<file path="src/rtl/alu_exec.sv">
// alu_exec: single-issue execute unit with one-cycle ALU operations and a
// 32-cycle shift-and-add multiplier.
//
// Ports:
//   clk_i      - clock, all state updates on the rising edge
//   rst_i      - synchronous active-high reset
//   start_i    - request one operation; accepted only while ready_o=1
//   ALUCtrl_i  - operation code (000 SLL, 001/101 ADD, 010 SUB, 011 AND,
//                100 OR, 110 MUL, 111 SRA), sampled at accept
//   data1_i    - operand A, sampled at accept
//   data2_i    - operand B / shift amount, sampled at accept
//   flush_i    - abort any in-flight operation; beats start_i in IDLE
//   ready_o    - high in IDLE
//   valid_o    - one-cycle result strobe (DONE state)
//   data_o     - result, held until the next completed operation
//   zero_o     - data_o == 0, updated together with data_o
//   busy_o     - high while the multiplier is iterating
module alu_exec (
    input  logic        clk_i,
    input  logic        rst_i,
    input  logic        start_i,
    input  logic [2:0]  ALUCtrl_i,
    input  logic [31:0] data1_i,
    input  logic [31:0] data2_i,
    input  logic        flush_i,
    output logic        ready_o,
    output logic        valid_o,
    output logic [31:0] data_o,
    output logic        zero_o,
    output logic        busy_o
);

    typedef enum logic [1:0] {
        S_IDLE = 2'd0,
        S_MUL  = 2'd1,
        S_DONE = 2'd2
    } state_t;

    localparam logic [2:0] OP_MUL = 3'b110;

    state_t      state_q;
    logic [31:0] data_q;
    logic        zero_q;
    logic [31:0] mcand_q;
    logic [31:0] mplier_q;
    logic [31:0] acc_q;
    logic [4:0]  cnt_q;

    logic [31:0] alu_res;
    logic [31:0] acc_d;

    // Single-cycle operations, evaluated on the live inputs so the result
    // can be captured at the accept edge.
    always_comb begin
        alu_res = '0;
        case (ALUCtrl_i)
            3'b000:         alu_res = data1_i << data2_i[4:0];
            3'b001, 3'b101: alu_res = data1_i + data2_i;
            3'b010:         alu_res = data1_i - data2_i;
            3'b011:         alu_res = data1_i & data2_i;
            3'b100:         alu_res = data1_i | data2_i;
            3'b111:         alu_res = $signed(data1_i) >>> data2_i[4:0];
            default:        alu_res = '0;  // MUL takes the iterative path
        endcase
    end

    // One shift-and-add step; also the final product on the last step.
    always_comb begin
        acc_d = acc_q;
        if (mplier_q[0]) begin
            acc_d = acc_q + mcand_q;
        end
    end

    always_ff @(posedge clk_i) begin
        if (rst_i) begin
            state_q  <= S_IDLE;
            data_q   <= '0;
            zero_q   <= 1'b1;
            mcand_q  <= '0;
            mplier_q <= '0;
            acc_q    <= '0;
            cnt_q    <= '0;
        end else begin
            case (state_q)
                S_IDLE: begin
                    if (start_i && !flush_i) begin
                        if (ALUCtrl_i == OP_MUL) begin
                            mcand_q  <= data1_i;
                            mplier_q <= data2_i;
                            acc_q    <= '0;
                            cnt_q    <= '0;
                            state_q  <= S_MUL;
                        end else begin
                            data_q  <= alu_res;
                            zero_q  <= (alu_res == '0);
                            state_q <= S_DONE;
                        end
                    end
                end
                S_MUL: begin
                    if (flush_i) begin
                        state_q <= S_IDLE;
                    end else begin
                        acc_q    <= acc_d;
                        mcand_q  <= mcand_q << 1;
                        mplier_q <= mplier_q >> 1;
                        cnt_q    <= cnt_q + 5'd1;
                        if (cnt_q == 5'd31) begin
                            data_q  <= acc_d;
                            zero_q  <= (acc_d == '0);
                            state_q <= S_DONE;
                        end
                    end
                end
                S_DONE: begin
                    state_q <= S_IDLE;
                end
                default: begin
                    state_q <= S_IDLE;
                end
            endcase
        end
    end

    // Handshake flags decode the state register only.
    assign ready_o = (state_q == S_IDLE);
    assign valid_o = (state_q == S_DONE);
    assign busy_o  = (state_q == S_MUL);
    assign data_o  = data_q;
    assign zero_o  = zero_q;

endmodule

</file>
<file path="config.mk">
export PLATFORM = sky130hd
export DESIGN_NAME = alu_exec
export DESIGN_NICKNAME = d
export VERILOG_FILES = /design/src/rtl/alu_exec.sv
export SDC_FILE = /design/constraint.sdc
export NUM_CORES = 1
export LEC_CHECK = 0
export ABC_AREA = 1
export BUFFER_PORTS_ARGS = -buffer_cell sky130_fd_sc_hd__clkbuf_2
export CAP_MARGIN = 20
export CELL_PAD_IN_SITES_DETAIL_PLACEMENT = 0
export CELL_PAD_IN_SITES_GLOBAL_PLACEMENT = 2
export CORE_AREA = 4 4 236 238
export DETAILED_ROUTE_END_ITERATION = 10
export DIE_AREA = 0 0 240 242
export MAX_ROUTING_LAYER = met4
export PLACE_DENSITY = 0.82
export SLEW_MARGIN = 20
export SYNTH_ARGS = -nofsm -noshare
export SYNTH_HDL_FRONTEND = slang
export SYNTH_SLANG_ARGS = --single-unit
</file>
<file path="constraint.sdc">
create_clock -name clk_i -period 3.68 [get_ports clk_i]
set_input_delay 0.368 -clock clk_i [delete_from_list [all_inputs] [get_ports clk_i]]
set_output_delay 0.368 -clock clk_i [all_outputs]
set_load 0.01 [all_outputs]
</file>
==> impl_metrics.json, run 1 <==
{
  "cts_root_buffer": "clkbuf_16",
  "grt.overflow.total": 0,
  "ys.flop_type": "dfxtp_1",
  "syn-cell-area_mm2": 0.01543,
  "worst_pin_slew_ps": 718.5,
  "vdd_drop_max_mv": 0.2807,
  "num_rows": 85,
  "vias": 19840,
  "cp-start-kind": "input pin",
  "min_path_type": "in2reg",
  "antenna_found_initial": 2,
  "worstSetupPathType": "in2reg",
  "hpwl_um": 62480,
  "syn_avg_cell_area_um2": 5.459,
  "synth_edf_count": 0,
  "power_density_mw_per_mm2": 325.2,
  "fin_util": 0.3562,
  "cts_max_level": 4,
  "status": "completed",
  "die_w_um": 240,
  "synthTopCellsByArea": "nand2_1 (24%), dfxtp_1 (18%), nand3_1 (14%)",
  "relSlewSlack": 0.5210,
  "clk_pin_slew_ps": 60,
  "path_delay_family": "simple AND/OR/NAND/NOR gates",
  "yosysTopAreaCell": "nand2_1",
  "port_buffers": 106,
  "arrival_ps": 3890,
  "numCtsBuffers": 17,
  "place_congestion": 0.9912,
  "fin_hold_ws_ps": 216.0,
  "grt_pass1_wl_um": 116500,
  "cp_max_fo": 4,
  "first_pass_iters": 6,
  "p_leak_nw": 9.790,
  "netlist_instances": 2826,
  "drive_gt1_frac": 0.1674,
  "core-area_mm2": 0.05360,
  "synth-seq-cells": 136,
  "cts_sinks": 136,
  "rsz0062_at_grt": "true",
  "die_y_um": 242,
  "path_buf_inv": 7,
  "initial_core_util": 0.2878,
  "design_area_mm2": 0.01909,
  "drcViolationCount": 0,
  "drt_iter0_drc": 1803,
  "syn2layout_area_growth_pct": 23.76,
  "fmax_ghz": 0.2808,
  "tns_ps": 0,
  "fin_nets": 3199,
  "ys_seq_area_frac": 0.1765,
  "setup_violations": 0,
  "max_stage_delay_ps": 380,
  "timing.final.crit_share": 0.9679,
  "grt_start_max_net_pins": 71,
  "synthDistinctLibCells": 47,
  "dieArea_mm2": 0.05808,
  "maxCapViolations": 0,
  "dp_slack_ps": -714.5,
  "worst_slack_ps": 118.3,
  "crit_path_frequent_cell": "nand2_1",
  "grt_pass1_vias": 18760,
  "end_kind": "register",
  "crit_path_top_delay_cell": "nor4_1",
  "grt_use_total": 0.2682,
  "io-pin-count": 107,
  "async_flop_share": 0,
  "slew_violations": 0,
  "crit_required_ps": 4010,
  "routedWlPerCell_um": 20.71,
  "cts_tree": "done",
  "yosysMostFrequentCell": "nand2_1",
  "syn_nets": 2967,
  "ys_warn_count": 0,
  "yosys-top-cells-count": "nand2_1 (995), nand3_1 (425), inv_1 (265), o21ai_0 (188), nor2_1 (171)",
  "ant_nets": 0,
  "finalHoldViolCount": 0,
  "dpl-instance-area_mm2": 0.01801,
  "skew_ps": 18.26,
  "clockBufferDepth": 2,
  "yosys.area.top_type_share": 0.2421,
  "min_period_ps": 3562,
  "n_fill_cell": 6154,
  "drt-total-wl_um": 78020,
  "via_per_inst": 5.264,
  "clock_latency_ps": 440
}
path summary, 6_finish.rpt:
check,from,endpoint,slack [ps],depth (start not counted)
max,data2_i[1],data_o[26],120,26
min,data2_i[31],mplier_q[31],220,3
max reg2reg,mcand_q[0],zero_o,810,19
min reg2reg,mplier_q[25],mplier_q[24],480,2
metrics by stage:
| stage | total power (W) | std cells |
|---|---|---|
| after detailed placement | 0.004240 | 3729 |
| after global routing | 0.006563 | 3767 |
| after floorplan | 0.003065 | 2826 |
| after global placement | 0.004240 | 3729 |
| final | 0.006209 | 3768 |
| after CTS | 0.006147 | 3762 |
where the power goes:
group	total, W	internal, W	switching, W
Sequential	0.00169	0.00159	0.000101
Clock	0.00188	0.00119	0.000697
Combinational	0.00263	0.000953	0.00168
metal layers:
metal / vias to the layer above / part of all wire / global-route usage
met3: 132 / 0.050 / 0.02994
met5: - / 0 / -
met2: 637 / 0.46 / 0.4347
met1: 9272 / 0.45 / 0.3479
met4: 0 / 0.039 / 0.08980
li1: 9794 / - / -
layout by cell type, fill, tap and decap left out, types with 5 or more instances in the layout:
cell type  count
nand3b_1      17
nand2_1      979
nor2_1       153
nand3_2        9
nand3_1      418
clkbuf_2     103
nor4_1         6
a21oi_2       11
xor2_1        29
dfxtp_1      136
inv_2         11
nor3_1        19
o21bai_1       5
nand4_1       21
o21ai_1       10
nor2_4         9
a31oi_1       88
o21ai_0      183
buf_4        237
clkbuf_16     17
xnor2_1       10
a21oi_1      124
inv_1        261
ha_1          61
or2_2         17
nand2_2       36
nor2_2        13
o211ai_1      13
layout make-up:
type / instances / area [um2] / area share
clock buffer: 20 / 466.7 / 0.02445
sequential: 136 / 2723 / 0.1426
multi-input combinational: 2279 / 11400 / 0.5971
clock inverter: 11 / 168.9 / 0.008848
antenna: 2 / 5.005 / 0.0002622
inverter: 278 / 1066 / 0.05584
timing repair buffer: 346 / 2391 / 0.1252
tap: 696 / 870.8 / 0.04562
kinds of logic (layout without fill, tap and decap cells):
| logic type | Yosys count | in the layout | share of synthesized area |
|---|---|---|---|
| compound gates | 453 | 453 | 0.1598 |
| xor+xnor | 40 | 40 | 0.02271 |
| fa+ha+maj | 70 | 70 | 0.05775 |
| buf+inv | 411 | 655 | 0.1095 |
| flops | 136 | 136 | 0.1765 |
| other cells | 0 | 2 | 0 |
| simple gates | 1716 | 1716 | 0.4738 |
repair_timing:
item / in CTS / in global routing
setup endpoints to repair: 13 / 19
cloned: 0 / 0
gates resized for setup: 33 / 71
setup buffers: 2 / 4
hold buffers: 0 / 0
pin swaps: 15 / 29
flip-flops by register name, indices dropped and copies added (netlist names):
register	flops
acc_q	32
data_o	32
mcand_q	32
mplier_q	32
cnt_q	5
state_q	2
zero_o	1
worst register-to-register path: cells and delay by family, from the launching register on:
kind | cells | cell delay (ps)
simple gates | 16 | 1620
fa+ha+maj | 2 | 670
flops | 1 | 350
compound gates | 1 | 200
Power figures use the tool's default switching activity.
==> inputs of run 2 (changes only) <==
--- a/config.mk
+++ b/config.mk
@@ -15,6 +15,7 @@
 export DIE_AREA = 0 0 240 242
 export MAX_ROUTING_LAYER = met4
 export PLACE_DENSITY = 0.82
+export REMOVE_ABC_BUFFERS = 1
 export SLEW_MARGIN = 20
 export SYNTH_ARGS = -nofsm -noshare
 export SYNTH_HDL_FRONTEND = slang
==> impl_metrics.json, run 2 (synthesis gave the netlist of run 1 again) <==
{
  "finalHoldViolCount": 0,
  "fmax_ghz": 0.2791,
  "p_comb_frac": 0.427,
  "relSlewSlack": 0.3316,
  "clk_pin_slew_ps": 70,
  "place_congestion": 1.002,
  "grt_start_max_net_pins": 101,
  "rsz0062_at_grt": "true",
  "arrival_ps": 3990,
  "min_path_type": "in2reg",
  "n_antenna_cell": 0,
  "antenna_found_initial": 0,
  "maxCapViolations": 0,
  "dieArea_mm2": 0.05808,
  "pwr-share-clk": 0.301,
  "worst_slack_ps": 96.54,
  "p_leak_nw": 9.872,
  "multiInputGateArea_mm2": 0.01160,
  "final_cell_mix": "nand2_1 (971), nand3_1 (403), inv_1 (257), buf_4 (237), o21ai_0 (181)",
  "numCtsBuffers": 17,
  "dp_slack_ps": -740.6,
  "fin_cells": 3769,
  "clockBufferDepth": 2,
  "grt_pass1_wl_um": 109700,
  "n_fill_cell": 6129,
  "power.internal_w": 0.003686,
  "via_per_inst": 5.261,
  "worstSetupPathType": "in2reg",
  "cts_max_level": 4,
  "ant_nets": 0,
  "cp-start-kind": "input pin",
  "status": "completed",
  "netSwitchingPower_w": 0.002519,
  "cts_tree": "done",
  "vdd_drop_max_mv": 0.3334,
  "grt_pass1_vias": 18810,
  "first_pass_iters": 6,
  "io-pin-count": 107,
  "routedWlPerCell_um": 19.30,
  "final_common_cell": "nand2_1",
  "worst_pin_slew_ps": 1003,
  "seqPwrFrac": 0.272,
  "num_rows": 85,
  "seqCellArea_mm2": 0.002723,
  "cts_sinks": 136,
  "min_period_ps": 3583,
  "die_y_um": 242,
  "timing.final.crit_share": 0.9738,
  "skew_ps": 15.86,
  "drt_iter0_drc": 1755,
  "initial_core_util": 0.2878,
  "cts_root_buffer": "clkbuf_16",
  "design_area_mm2": 0.01928,
  "dpl-instance-area_mm2": 0.01799,
  "cp_max_fo": 4,
  "grt_use_total": 0.2481,
  "end_kind": "register",
  "vias": 19830,
  "core-area_mm2": 0.05360,
  "port_buffers": 106,
  "swShare": 0.4060,
  "setup_violations": 0,
  "crit_required_ps": 4080,
  "drive_gt1_frac": 0.1826,
  "drcViolationCount": 0,
  "drt-total-wl_um": 72740,
  "hpwl_um": 57400,
  "slew_violations": 0,
  "fin_nets": 3201,
  "die_w_um": 240,
  "clock_latency_ps": 460,
  "syn2layout_area_growth_pct": 25.00,
  "power_density_mw_per_mm2": 321.8,
  "grt.overflow.total": 0,
  "hold_buffers": 0,
  "placed_cells": 3726
}
## run 2: power by group through the flow
stage,sequential (W),clock [W],combinational (W)
floorplan,0.00171,0,0.00127
global placement,0.00172,0,0.00247
detailed placement,0.00172,0,0.00247
CTS,0.00169,0.00192,0.00249
global route,0.00170,0.00197,0.00290
finish,0.00169,0.00187,0.00265
## run 2: cell type report
cell class | count | area share
clock buffers | 19 | 0.02349
clock inverters | 13 | 0.008760
inverters | 278 | 0.05490
multi-input cells | 2279 | 0.6016
flip-flops and latches | 136 | 0.1412
well taps | 696 | 0.04516
repair buffers | 348 | 0.1249
## run 2: metrics by stage
stage	utilization	total power (W)	hold slack [ps]	setup TNS [ps]
after detailed placement	0.3356	0.004185	473.1	-6601
after CTS	0.3478	0.006090	184.9	0
after global routing	0.3597	0.006571	223.6	-599.1
after floorplan	-	0.002984	437.1	-100430
final	0.3597	0.006205	205.3	0
after global placement	0.3356	0.004182	460.4	-5958
## run 2: final timing paths
kind                                   from      endpoint  slack, ps  cells past startpoint
worst max-delay path             data2_i[1]        zero_o        100                     28
worst min-delay path            data2_i[30]  mplier_q[30]        210                      3
worst max register to register   mcand_q[0]        zero_o        630                     19
worst min register to register  mplier_q[6]   mplier_q[5]        480                      2
## run 2: timing repair
action / CTS / global route
pin swaps: 0 / 60
cloned: 0 / 0
endpoints found under the setup margin: 5 / 18
buffers inserted: 0 / 11
resized for setup: 9 / 147
## run 2: worst max-delay path: stages
cell,delay [ps]
buf_8,100
inv_4,50
ha_4,130
inv_4,40
nor3_4,200
nand3_2,130
nor2_4,160
nand3_4,110
nor2_4,160
buf_6,130
a31oi_1,90
xor2_1,170
ha_1,360
nand2_1,160
nor4_1,330
buf_4,170
nand2_1,70
nand2_1,70
nand2_1,50
nand3_1,180
nand3_2,150
nor2_1,130
nand4_1,90
nor2_1,140
nand2_1,80
nand2_1,60
nand2_1,60
nand2_1,60
## run 2: routing by layer
layer / wire length (um) / GRT usage / vias up
met5: 0 / - / -
met4: 2739 / 0.08572 / 0
met3: 3694 / 0.01787 / 128
met2: 35050 / 0.4168 / 689
met1: 31260 / 0.3149 / 9221
li1: - / - / 9789
